$ cat src/rtl/sseg_display_scheduler.sv
// sseg_display_scheduler: round-robin, dwell-limited sharing of the 7-segment word between CPU and HW sources.
// Optional blink stage is compiled in with SSEG_SCHED_BLINK_EN.
module sseg_display_scheduler #(
    parameter int DWELL_CYCLES = 50_000_000,
    parameter int BLINK_CYCLES = 12_500_000
) (
    input  logic        clk,
    input  logic        reset_n,
    input  logic        cpu_valid,
    input  logic [31:0] cpu_data,
    output logic        cpu_ready,
    input  logic        hw_valid,
    input  logic [31:0] hw_data,
    output logic        hw_ready,
    input  logic        blink_en,
    output logic [31:0] sseg,
    output logic        owner,
    output logic        busy
);
    typedef enum logic [1:0] {IDLE, SHOW_CPU, SHOW_HW} state_t;
    state_t state, state_nx;
    logic rr;
    logic cpu_xfer, hw_xfer;
    logic [31:0] dwell, disp, disp_nx;

    always_comb begin
        cpu_ready = 1'b1;
        hw_ready  = 1'b1;
        case (state)
            IDLE: begin
                cpu_ready = !hw_valid || !rr;
                hw_ready  = !cpu_valid || rr;
            end
            SHOW_CPU: begin
                hw_ready  = dwell == '0 && hw_valid;
                cpu_ready = !hw_ready;
            end
            SHOW_HW: begin
                cpu_ready = dwell == '0 && cpu_valid;
                hw_ready  = !cpu_ready;
            end
            default: ;
        endcase
        cpu_xfer = cpu_valid && cpu_ready;
        hw_xfer  = hw_valid && hw_ready;
        state_nx = cpu_xfer ? SHOW_CPU : hw_xfer ? SHOW_HW : state;
        disp_nx  = cpu_xfer ? cpu_data : hw_xfer ? hw_data : disp;
    end

    always_ff @(posedge clk or negedge reset_n) begin
        if (!reset_n) begin
            state <= IDLE;
            rr    <= 1'b0;
            dwell <= '0;
            disp  <= '1;
            owner <= 1'b0;
        end else begin
            state <= state_nx;
            disp  <= disp_nx;
            if (cpu_xfer || hw_xfer) begin
                owner <= hw_xfer;
                rr    <= cpu_xfer;
                dwell <= 32'(DWELL_CYCLES - 1);
            end else if (dwell != '0) begin
                dwell <= dwell - 32'd1;
            end
        end
    end

    assign busy = dwell != '0;

`ifdef SSEG_SCHED_BLINK_EN
    logic [31:0] bcnt;
    logic phase, phase_nx;
    logic bwrap;

    assign bwrap = bcnt == 32'(BLINK_CYCLES - 1);
    always_comb phase_nx = !blink_en ? 1'b1 : bwrap ? !phase : phase;

    // phase 1 = segments shown, 0 = blanked
    always_ff @(posedge clk or negedge reset_n) begin
        if (!reset_n) begin
            bcnt  <= '0;
            phase <= 1'b1;
            sseg  <= '1;
        end else begin
            bcnt  <= (!blink_en || bwrap) ? '0 : bcnt + 32'd1;
            phase <= phase_nx;
            sseg  <= phase_nx ? disp_nx : '1;
        end
    end
`else
    logic unused_blink;
    assign unused_blink = blink_en;
    assign sseg = disp;
`endif
endmodule
$ cat config.mk
export PLATFORM = sky130hd
export DESIGN_NAME = sseg_display_scheduler
export DESIGN_NICKNAME = d
export VERILOG_FILES = /design/src/rtl/sseg_display_scheduler.sv
export SDC_FILE = /design/constraint.sdc
export NUM_CORES = 1
export LEC_CHECK = 0
export BUFFER_PORTS_ARGS = -buffer_cell sky130_fd_sc_hd__buf_2
export CORE_MARGIN = 3
export CORE_UTILIZATION = 50
export DETAILED_ROUTE_END_ITERATION = 10
export PLACE_DENSITY = 0.86
export SYNTH_ARGS = -nofsm -noshare
export SYNTH_HDL_FRONTEND = slang
export SYNTH_SLANG_ARGS = --single-unit
$ cat constraint.sdc
create_clock -name clk -period 6.8 [get_ports clk]
set_input_delay 0.68 -clock clk [delete_from_list [all_inputs] [get_ports clk]]
set_output_delay 0.68 -clock clk [all_outputs]
set_load 0.02 [all_outputs]
==> results.yml, run 1 <==
drt:
  detail-route-antenna-nets: 0
  wl_mm: 9.41
  drc: 0
  drtIter0Drc: 214
  vias_per_cell: 6.03
  first_pass_iters: 5
  routedWlPerCell_um: 16.7
  vias: 3408
sta:
  finalSetupTns_ns: 0
  worstMarginPinSlew_ns: 1.20
  period_minus_slack_ns: 4.29
  fin_crit_sh_pct: 63.0
  grt_setup_unrepaired: "no"
  fin_worst_skew_ns: 0.0128
  max_slew_margin_pct: 19.7
  finalHoldViolations: 0
  finalMaxSlewViolations: 0
  max_freq_mhz: 233
  setup_viol: 0
  whs_ns: 0.481
worst_setup_path:
  startpoint_type: "register"
  critical_path.top_delay_family: "simple AND/OR/NAND/NOR gates"
  crit_path_frequent_cell: "buf_4"
  arrival_ns: 4.50
  slowest_delay_ns: 0.97
  crit_required_ns: 7.01
  crit_path_end_kind: "register"
  cp_slowest_cell: "or2_1"
  cp_max_fo: 35
  worst-path-buf-inv: 3
  crit_chain: "nor4_1 -> nand4bb_1 -> nor4_2 -> buf_4 -> inv_2 -> nor4_4 -> buf_4 -> or2_1 -> a31oi_1"
  crit_type: "reg -> reg"
power:
  p_switching_w: 0.000255
  power_density_mw_per_mm2: 211
  p_total_w: 0.000902
  ir_drop_mv: 0.0956
  power_leakage_nw: 1.62
  clkPwrFrac_pct: 35.5
  pwr-share-seq_pct: 49.6
  swShare_pct: 28.3
  comb_power_share_pct: 14.9
  p_int_w: 0.000647
die:
  rows: 30
  core-area_mm2: 0.00694
  ios: 105
  die_w_um: 91.4
  start_util_pct: 52.5
  die_h_um: 91.4
  die_area_mm2: 0.00834
synth:
  syn_nets: 449
  yosysTopAreaCellShare_pct: 24.0
  synth_area_leaders: "dfrtp_1 24%, dfstp_2 23%, a31oi_1 5.5%"
  ys_async_sr_fraction_pct: 100
  yosys_warnings: 0
  yosysUniqueCellTypes: 51
  synth_top_area_cell: "dfrtp_1"
  ys.flop_type: "dfrtp_1"
  synth_area_mm2: 0.00364
  yosysSeqAreaShare_pct: 47.1
  synth_edf_count: 0
  syn_inst: 378
  synth-seq-cells: 67
  syn_area_per_cell_um2: 9.64
clocking:
  cts_hold_buf: 0
  cts_buffer_depth: 2
  clkTransAtPathRegs_ns: 0.07
  clk_root_buffer_cell: "clkbuf_8"
  h-tree-depth: 3
  cts-resized-gates: 0
  postCtsSetupRepairBufs: 0
  cts.sinks: 67
  cts_buffers: 9
  tritoncts: "built"
  clock_latency_ns: 0.36
final_layout:
  drive_above_1_share_pct: 37.3
  diodes: 0
  final_area_mm2: 0.00428
  utilization_pct: 61.6
  area_delta_synth_final_pct: 17.5
  final_nets: 535
hold_path:
  min_path_type: "reg -> reg"
global_routing:
  grt_max_degree: 68
  grt_use_total_pct: 22.0
  grt_pass1_vias: 3310
  grt_first_pass_wirelength_mm: 15.0
  grt_overflow: 0
  antenna_found_initial: 0
placed_design:
  placed_area_mm2: 0.00409
  portBuffers: 103
  post-dp-hpwl_mm: 6.25
  gp_congestion: 0.806
run_status:
  outcome: "finished, final reports clean"
run:
  max_cap_viol_count: 0
==> synth_stat cells (all sizes together), types with 5 or more instances <==
cell type,count
a21oi,7
dfstp,32
or3,16
clkbuf,12
o41ai,5
o21ai,40
inv,5
buf,22
or4,10
nor3,40
xnor2,16
nor2,19
a31oi,32
nor4,8
nand2,13
nand3,37
dfrtp,35
==> registers in the layout, indices dropped and copies added (netlist names) <==
register and flops:
dwell 32, sseg 32, state 2, owner 1
==> power groups by stage <==
stage | Clock, W | Combinational, W | Sequential (W)
2_1_floorplan | 0 | 0.0000489 | 0.000481
3_3_place_gp | 0 | 0.000130 | 0.000452
3_5_place_dp | 0 | 0.000134 | 0.000454
4_1_cts | 0.000324 | 0.000134 | 0.000447
5_1_grt | 0.000339 | 0.000144 | 0.000450
6_report | 0.000320 | 0.000134 | 0.000448
==> layout by cell type (no fill, tap or decap), types with 3 or more instances in the layout <==
cell / n
o21ai_1: 31
nor4_1: 6
o21ai_0: 8
clkinv_2: 3
o41ai_1: 3
a31oi_1: 32
clkbuf_8: 10
nand2_1: 13
buf_2: 103
dfrtp_1: 35
or2_2: 3
dfstp_2: 32
buf_4: 6
or3_1: 13
nor3_1: 40
a21oi_1: 7
inv_1: 4
o31ai_1: 4
xnor2_1: 16
nand3_1: 37
or4_1: 6
nor2_1: 18
or3_2: 3
==> routing by layer <==
metal,routed length (µm),vias up,part of all wire (%),global-route usage (%)
li1,-,1573,-,-
met1,3840,1638,41,27.1
met2,4700,170,50,36.4
met3,622,27,6.6,4.23
met4,250,0,2.7,11.6
met5,0,-,0,0
==> path summary, 6_finish.rpt <==
path                            slack, ns             startpoint               endpoint  cells past startpoint
worst min register to register       0.48      owner$_DFFE_PN0P_      owner$_DFFE_PN0P_                      1
worst min-delay path                 0.48      owner$_DFFE_PN0P_      owner$_DFFE_PN0P_                      1
worst max register to register       2.51  dwell[10]$_DFFE_PN0P_   sseg[22]$_DFFE_PN1P_                      9
min in group asynchronous            0.52                reset_n  dwell[10]$_DFFE_PN0P_                      2
worst max-delay path                 2.51  dwell[10]$_DFFE_PN0P_   sseg[22]$_DFFE_PN1P_                      9
max in group asynchronous            5.73                reset_n  dwell[19]$_DFFE_PN0P_                      2
==> stage by stage <==
step,setup slack (ns),std cells
6_report,2.51,565
5_1_grt,2.27,565
4_1_cts,2.58,565
3_5_place_dp,2.60,549
3_3_place_gp,2.79,549
2_1_floorplan,3.62,378
==> cell type report <==
class / instances / area [µm²]
timing repair buffer: 109 / 561
inverter: 6 / 22.5
sequential: 67 / 1720
clock buffer: 12 / 166
tap: 96 / 120
clock inverter: 4 / 21.3
fill: 575 / 2670
multi-input combinational: 271 / 1670
==> cell families (layout without fill, tap and decap cells) <==
group / count (synthesis) / after routing / share of synthesized area, %
buffers and inverters: 40 / 131 / 7.01
adders and majority gates: 2 / 2 / 0.687
DFF: 67 / 67 / 47.1
xor gates and xnor gates: 18 / 18 / 4.33
AOI/OAI and AO/OA: 100 / 100 / 18.0
and+or+nand+nor: 151 / 151 / 22.8
Power figures use the tool's default switching activity.
==> run 2, diff against run 1 <==
--- a/config.mk
+++ b/config.mk
@@ -7,9 +7,9 @@
 export LEC_CHECK = 0
 export BUFFER_PORTS_ARGS = -buffer_cell sky130_fd_sc_hd__buf_2
 export CORE_MARGIN = 3
-export CORE_UTILIZATION = 50
+export CORE_UTILIZATION = 47
 export DETAILED_ROUTE_END_ITERATION = 10
-export PLACE_DENSITY = 0.86
+export PLACE_DENSITY = 0.85
 export SYNTH_ARGS = -nofsm -noshare
 export SYNTH_HDL_FRONTEND = slang
 export SYNTH_SLANG_ARGS = --single-unit
==> constraint.sdc (replaced) <==
create_clock -name clk -period 3.9 [get_ports clk]
set_input_delay 0.39 -clock clk [delete_from_list [all_inputs] [get_ports clk]]
set_output_delay 0.39 -clock clk [all_outputs]
set_load 0.02 [all_outputs]
==> run 2 against run 1 <==
Register-to-register slack worse by 1.9 ns. Non-clock buffer count grew 3. Cell count is 1.1% higher. Design area is 1.6% higher. Global-route usage fell by 0.95 points. Sequential cell count did not move. Combinational power grew 73%. Clock skew rose by 0.0039 ns. First-iteration DRC count decreased by 15%. Critical path depth down 2. Hold slack got worse by 0.30 ns. Die area is 6.0% higher. Critical path type is now reg -> out.
==> results.yml, run 2 (same netlist as run 1, synthesis figures left out) <==
global_routing:
  antenna_found_initial: 0
  grt_use_total_pct: 21.0
  grt_first_pass_wirelength_mm: 15.0
  grt_pass1_vias: 3284
  grt_max_degree: 43
  grt_overflow: 0
final_layout:
  area_delta_synth_final_pct: 19.4
  final_common_cell: "buf_2"
  diodes: 0
  largestRegisters: "dwell x32, sseg x32, state x2"
  layout_common_cells: "103 x buf_2, 40 x nor3_1, 37 x nand3_1, 35 x dfrtp_1"
  final_nets: 538
  drive_above_1_share_pct: 37.7
clocking:
  h-tree-depth: 3
  clk_root_buffer_cell: "clkbuf_8"
  cts_hold_buf: 0
  clock_latency_ns: 0.35
  clkTransAtPathRegs_ns: 0.08
  cts_buffer_depth: 2
  cts.sinks: 67
  postCtsSetupRepairBufs: 0
  tritoncts: "built"
  cts-resized-gates: 0
  cts_buffers: 9
power:
  ir_drop_mv: 0.342
  power_leakage_nw: 1.65
  p_total_w: 0.00166
  power_density_mw_per_mm2: 383
sta:
  grt_setup_unrepaired: "no"
  finalMaxSlewViolations: 0
  max_slew_margin_pct: 36.1
  finalHoldViolations: 0
  finalSetupTns_ns: 0
  worstMarginPinSlew_ns: 0.959
  setup_viol: 0
  max_freq_mhz: 287
  fin_worst_skew_ns: 0.0167
  period_minus_slack_ns: 3.49
  fin_crit_sh_pct: 89.4
drt:
  drc: 0
  detail-route-antenna-nets: 0
  vias: 3389
  routedWlPerCell_um: 16.1
  first_pass_iters: 4
  vias_per_cell: 5.94
  wl_mm: 9.18
  drtIter0Drc: 182
hold_path:
  min_path_type: "in -> async"
die:
  start_util_pct: 49.4
  core-area_mm2: 0.00737
  rows: 31
  die_area_mm2: 0.00884
  die_h_um: 94.0
  ios: 105
  die_w_um: 94.0
run_status:
  outcome: "finished, final reports clean"
worst_setup_path:
  arrival_ns: 3.10
  r2r_setup_slack_ns: 0.61
  startpoint_type: "register"
  cp_max_fo: 9
  crit_path_end_kind: "output port"
  crit_required_ns: 3.51
  crit_type: "reg -> out"
placed_design:
  portBuffers: 103
  gp_congestion: 0.836
  post-dp-hpwl_mm: 6.16
run:
  max_cap_viol_count: 0
[run 2: where the power goes]
part | internal (W) | total [W] | switching, W
Clock | 0.000376 | 0.000651 | 0.000275
Sequential | 0.000759 | 0.000780 | 0.0000207
Combinational | 0.0000849 | 0.000232 | 0.000147
[run 2: path summary, 6_finish.rpt]
check | cells after the start | to | from
worst max register to register | 7 | sseg[23]$_DFFE_PN1P_ | dwell[18]$_DFFE_PN0P_
min in group clk | 3 | sseg[26]$_DFFE_PN1P_ | hw_data[26]
worst min-delay path | 1 | dwell[22]$_DFFE_PN0P_ | reset_n
worst max-delay path | 7 | hw_ready | dwell[26]$_DFFE_PN0P_
max in group asynchronous | 2 | sseg[2]$_DFFE_PN1P_ | reset_n
worst min register to register | 1 | owner$_DFFE_PN0P_ | owner$_DFFE_PN0P_
[run 2: critical path, stage by stage, from the launching register on]
cell and delay [ns]:
dfrtp_1 0.43, or4_1 0.54, or4b_1 0.53, nor4_2 0.50
buf_4 0.26, a21oi_1 0.08, o211ai_1 0.21, buf_2 0.20
[run 2: per-layer routing]
metal	global-route usage, %	vias up	wire [µm]
li1	-	1589	-
met1	27.0	1650	3880
met2	34.5	132	4570
met3	3.29	18	539
met4	10.3	0	191
met5	0	-	0
[run 2: through the flow]
| stage | setup WS, ns | hold slack, ns | instance area [µm²] | util (%) | instances |
|---|---|---|---|---|---|
| after floorplan | 1.01 | 0.0944 | 3640 | - | 378 |
| after global placement | 0.741 | 0.459 | 4120 | 55.9 | 555 |
| after detailed placement | 0.664 | 0.474 | 4120 | 55.9 | 555 |
| after CTS | 0.401 | 0.205 | 4350 | 59.0 | 571 |
| after global routing | 0.222 | 0.231 | 4350 | 59.0 | 571 |
| final | 0.412 | 0.183 | 4350 | 59.0 | 571 |
[run 2: cell type report]
cell class / count / area, µm²
fillers: 630 / 3020
flip-flops and latches: 67 / 1720
multi-input cells: 271 / 1670
repair buffers: 112 / 583
clock buffers: 12 / 178
well taps: 99 / 124
clock inverters: 4 / 53.8
inverters: 6 / 22.5
==> run 3, diff against run 2 <==
--- a/config.mk
+++ b/config.mk
@@ -7,9 +7,9 @@
 export LEC_CHECK = 0
 export BUFFER_PORTS_ARGS = -buffer_cell sky130_fd_sc_hd__buf_2
 export CORE_MARGIN = 3
-export CORE_UTILIZATION = 47
+export CORE_UTILIZATION = 45
 export DETAILED_ROUTE_END_ITERATION = 10
-export PLACE_DENSITY = 0.85
+export PLACE_DENSITY = 0.83
 export SYNTH_ARGS = -nofsm -noshare
 export SYNTH_HDL_FRONTEND = slang
 export SYNTH_SLANG_ARGS = --single-unit
==> run 3 against run 2 <==
Combinational power hardly changed. Routed wire length is 2.2% lower. Non-clock buffer count is 1 higher. Worst setup slack worse by 0.10 ns. Critical endpoint is now cpu_ready. Largest cell class unchanged.
==> results.yml, run 3 (same netlist as run 1, synthesis figures left out) <==
run_status:
  outcome: "finished, final reports clean"
clocking:
  postCtsSetupRepairBufs: 0
  clock_latency_ns: 0.35
  cts.sinks: 67
  tritoncts: "built"
  clk_root_buffer_cell: "clkbuf_8"
  cts_buffer_depth: 2
  clkTransAtPathRegs_ns: 0.08
  cts-resized-gates: 0
  cts_buffers: 9
  h-tree-depth: 3
  cts_hold_buf: 0
sta:
  setup_viol: 0
  max_slew_margin_pct: 40.3
  period_minus_slack_ns: 3.59
  fin_worst_skew_ns: 0.00869
  finalHoldViolations: 0
  finalSetupTns_ns: 0
  worstMarginPinSlew_ns: 0.886
  finalMaxSlewViolations: 0
  fin_crit_sh_pct: 92.1
  grt_setup_unrepaired: "no"
  max_freq_mhz: 278
die:
  die_h_um: 96.0
  core-area_mm2: 0.00781
  rows: 32
  die_w_um: 96.0
  ios: 105
  die_area_mm2: 0.00921
  start_util_pct: 46.7
power:
  ir_drop_mv: 0.211
  power_leakage_nw: 1.63
  power_density_mw_per_mm2: 355
worst_setup_path:
  crit_path_frequent_cell: "buf_4"
  arrival_ns: 3.20
  crit_chain: "or4_1 -> or4b_1 -> nor4_2 -> buf_4 -> inv_2 -> nor4_4 -> buf_4 -> nor2_1 -> buf_2"
  startpoint: "dwell[27]$_DFFE_PN0P_"
  crit_type: "reg -> out"
  crit_path_end_kind: "output port"
  r2r-start: "dwell[18]$_DFFE_PN0P_"
  cp_max_fo: 20
  r2r_cells: 7
  crit_required_ns: 3.51
  startpoint_type: "register"
  slowest_delay_ns: 0.55
  cp_slowest_cell: "or4_1"
drt:
  routedWlPerCell_um: 15.6
  vias_per_cell: 5.81
  detail-route-antenna-nets: 0
  vias: 3338
  drc: 0
  drtIter0Drc: 199
  wl_mm: 8.98
  first_pass_iters: 4
final_layout:
  final_area_mm2: 0.00430
  final_nets: 539
  final_common_cell: "buf_2"
  drive_above_1_share_pct: 38.1
  finalNonFillerCells: 575
  area_delta_synth_final_pct: 18.1
  diodes: 0
  layout_common_cells: "103 x buf_2, 40 x nor3_1, 37 x nand3_1, 35 x dfrtp_1"
  largestRegisters: "dwell x32, sseg x32, state x2"
global_routing:
  grt_pass1_vias: 3140
  grt_first_pass_wirelength_mm: 14.0
  grt_max_degree: 41
  antenna_found_initial: 0
  grt_overflow: 0
  grt_use_total_pct: 19.3
hold_path:
  min_path_type: "in -> async"
placed_design:
  portBuffers: 103
  gp_congestion: 0.807
  placed_cells: 559
  post-dp-hpwl_mm: 6.33
  placed_area_mm2: 0.00413
run:
  max_cap_viol_count: 0
-- run 3: cell count changes in the layout (fill, tap and decap cells not counted) --
| cell | change |
|---|---|
| clkbuf_1 | -1 |
| clkbuf_16 | -2 |
| clkbuf_8 | +1 |
| buf_4 | +1 |
| clkinv_2 | +2 |
| bufinv_16 | -1 |
| inv_4 | +2 |
| clkinv_4 | -1 |
-- run 3: worst paths after layout --
kind / to / slack [ns]
hold / removal: dwell[9]$_DFFE_PN0P_ / 0.16
min in group clk: sseg[11]$_DFFE_PN1P_ / 0.29
max in group asynchronous: sseg[26]$_DFFE_PN1P_ / 2.80
setup / recovery: cpu_ready / 0.31
hold reg to reg: owner$_DFFE_PN0P_ / 0.48
setup reg to reg: sseg[8]$_DFFE_PN1P_ / 0.66
-- run 3: where the power goes --
group	switching (W)	internal (W)	total, W
clock	0.000269	0.000248	0.000517
combinational	0.000146	0.0000850	0.000231
sequential	0.0000208	0.000759	0.000780
-- run 3: area by class of cell --
| class | count | area (µm²) |
|---|---|---|
| tap | 102 | 128 |
| inverter | 6 | 22.5 |
| timing repair buffer | 113 | 591 |
| fill | 694 | 3500 |
| clock buffer | 10 | 138 |
| multi-input combinational | 271 | 1670 |
| clock inverter | 6 | 37.5 |
| sequential | 67 | 1720 |
-- run 3: through the flow --
stage	utilization (%)	worst slack (ns)	hold WS, ns	total power (W)
floorplan	-	1.01	0.0944	0.000924
global placement	52.9	0.711	0.458	0.00101
detailed placement	52.9	0.693	0.466	0.00102
CTS	55.1	0.301	0.170	0.00154
global route	55.1	0.0620	0.204	0.00160
finish	55.1	0.308	0.156	0.00153
-- run 3: metal layers --
layer | vias up | track usage [%] | wire [µm]
met4 | 0 | 6.16 | 153
met1 | 1607 | 23.1 | 3670
met3 | 16 | 5.39 | 610
li1 | 1593 | - | -
met5 | - | 0 | 0
met2 | 122 | 33.5 | 4550
-- run 3: critical path: cells and delay by family (launching register included) --
kind,cells,cell delay [ns]
and+or+nand+nor,5,1.64
buffers and inverters,4,0.80
DFF,1,0.41
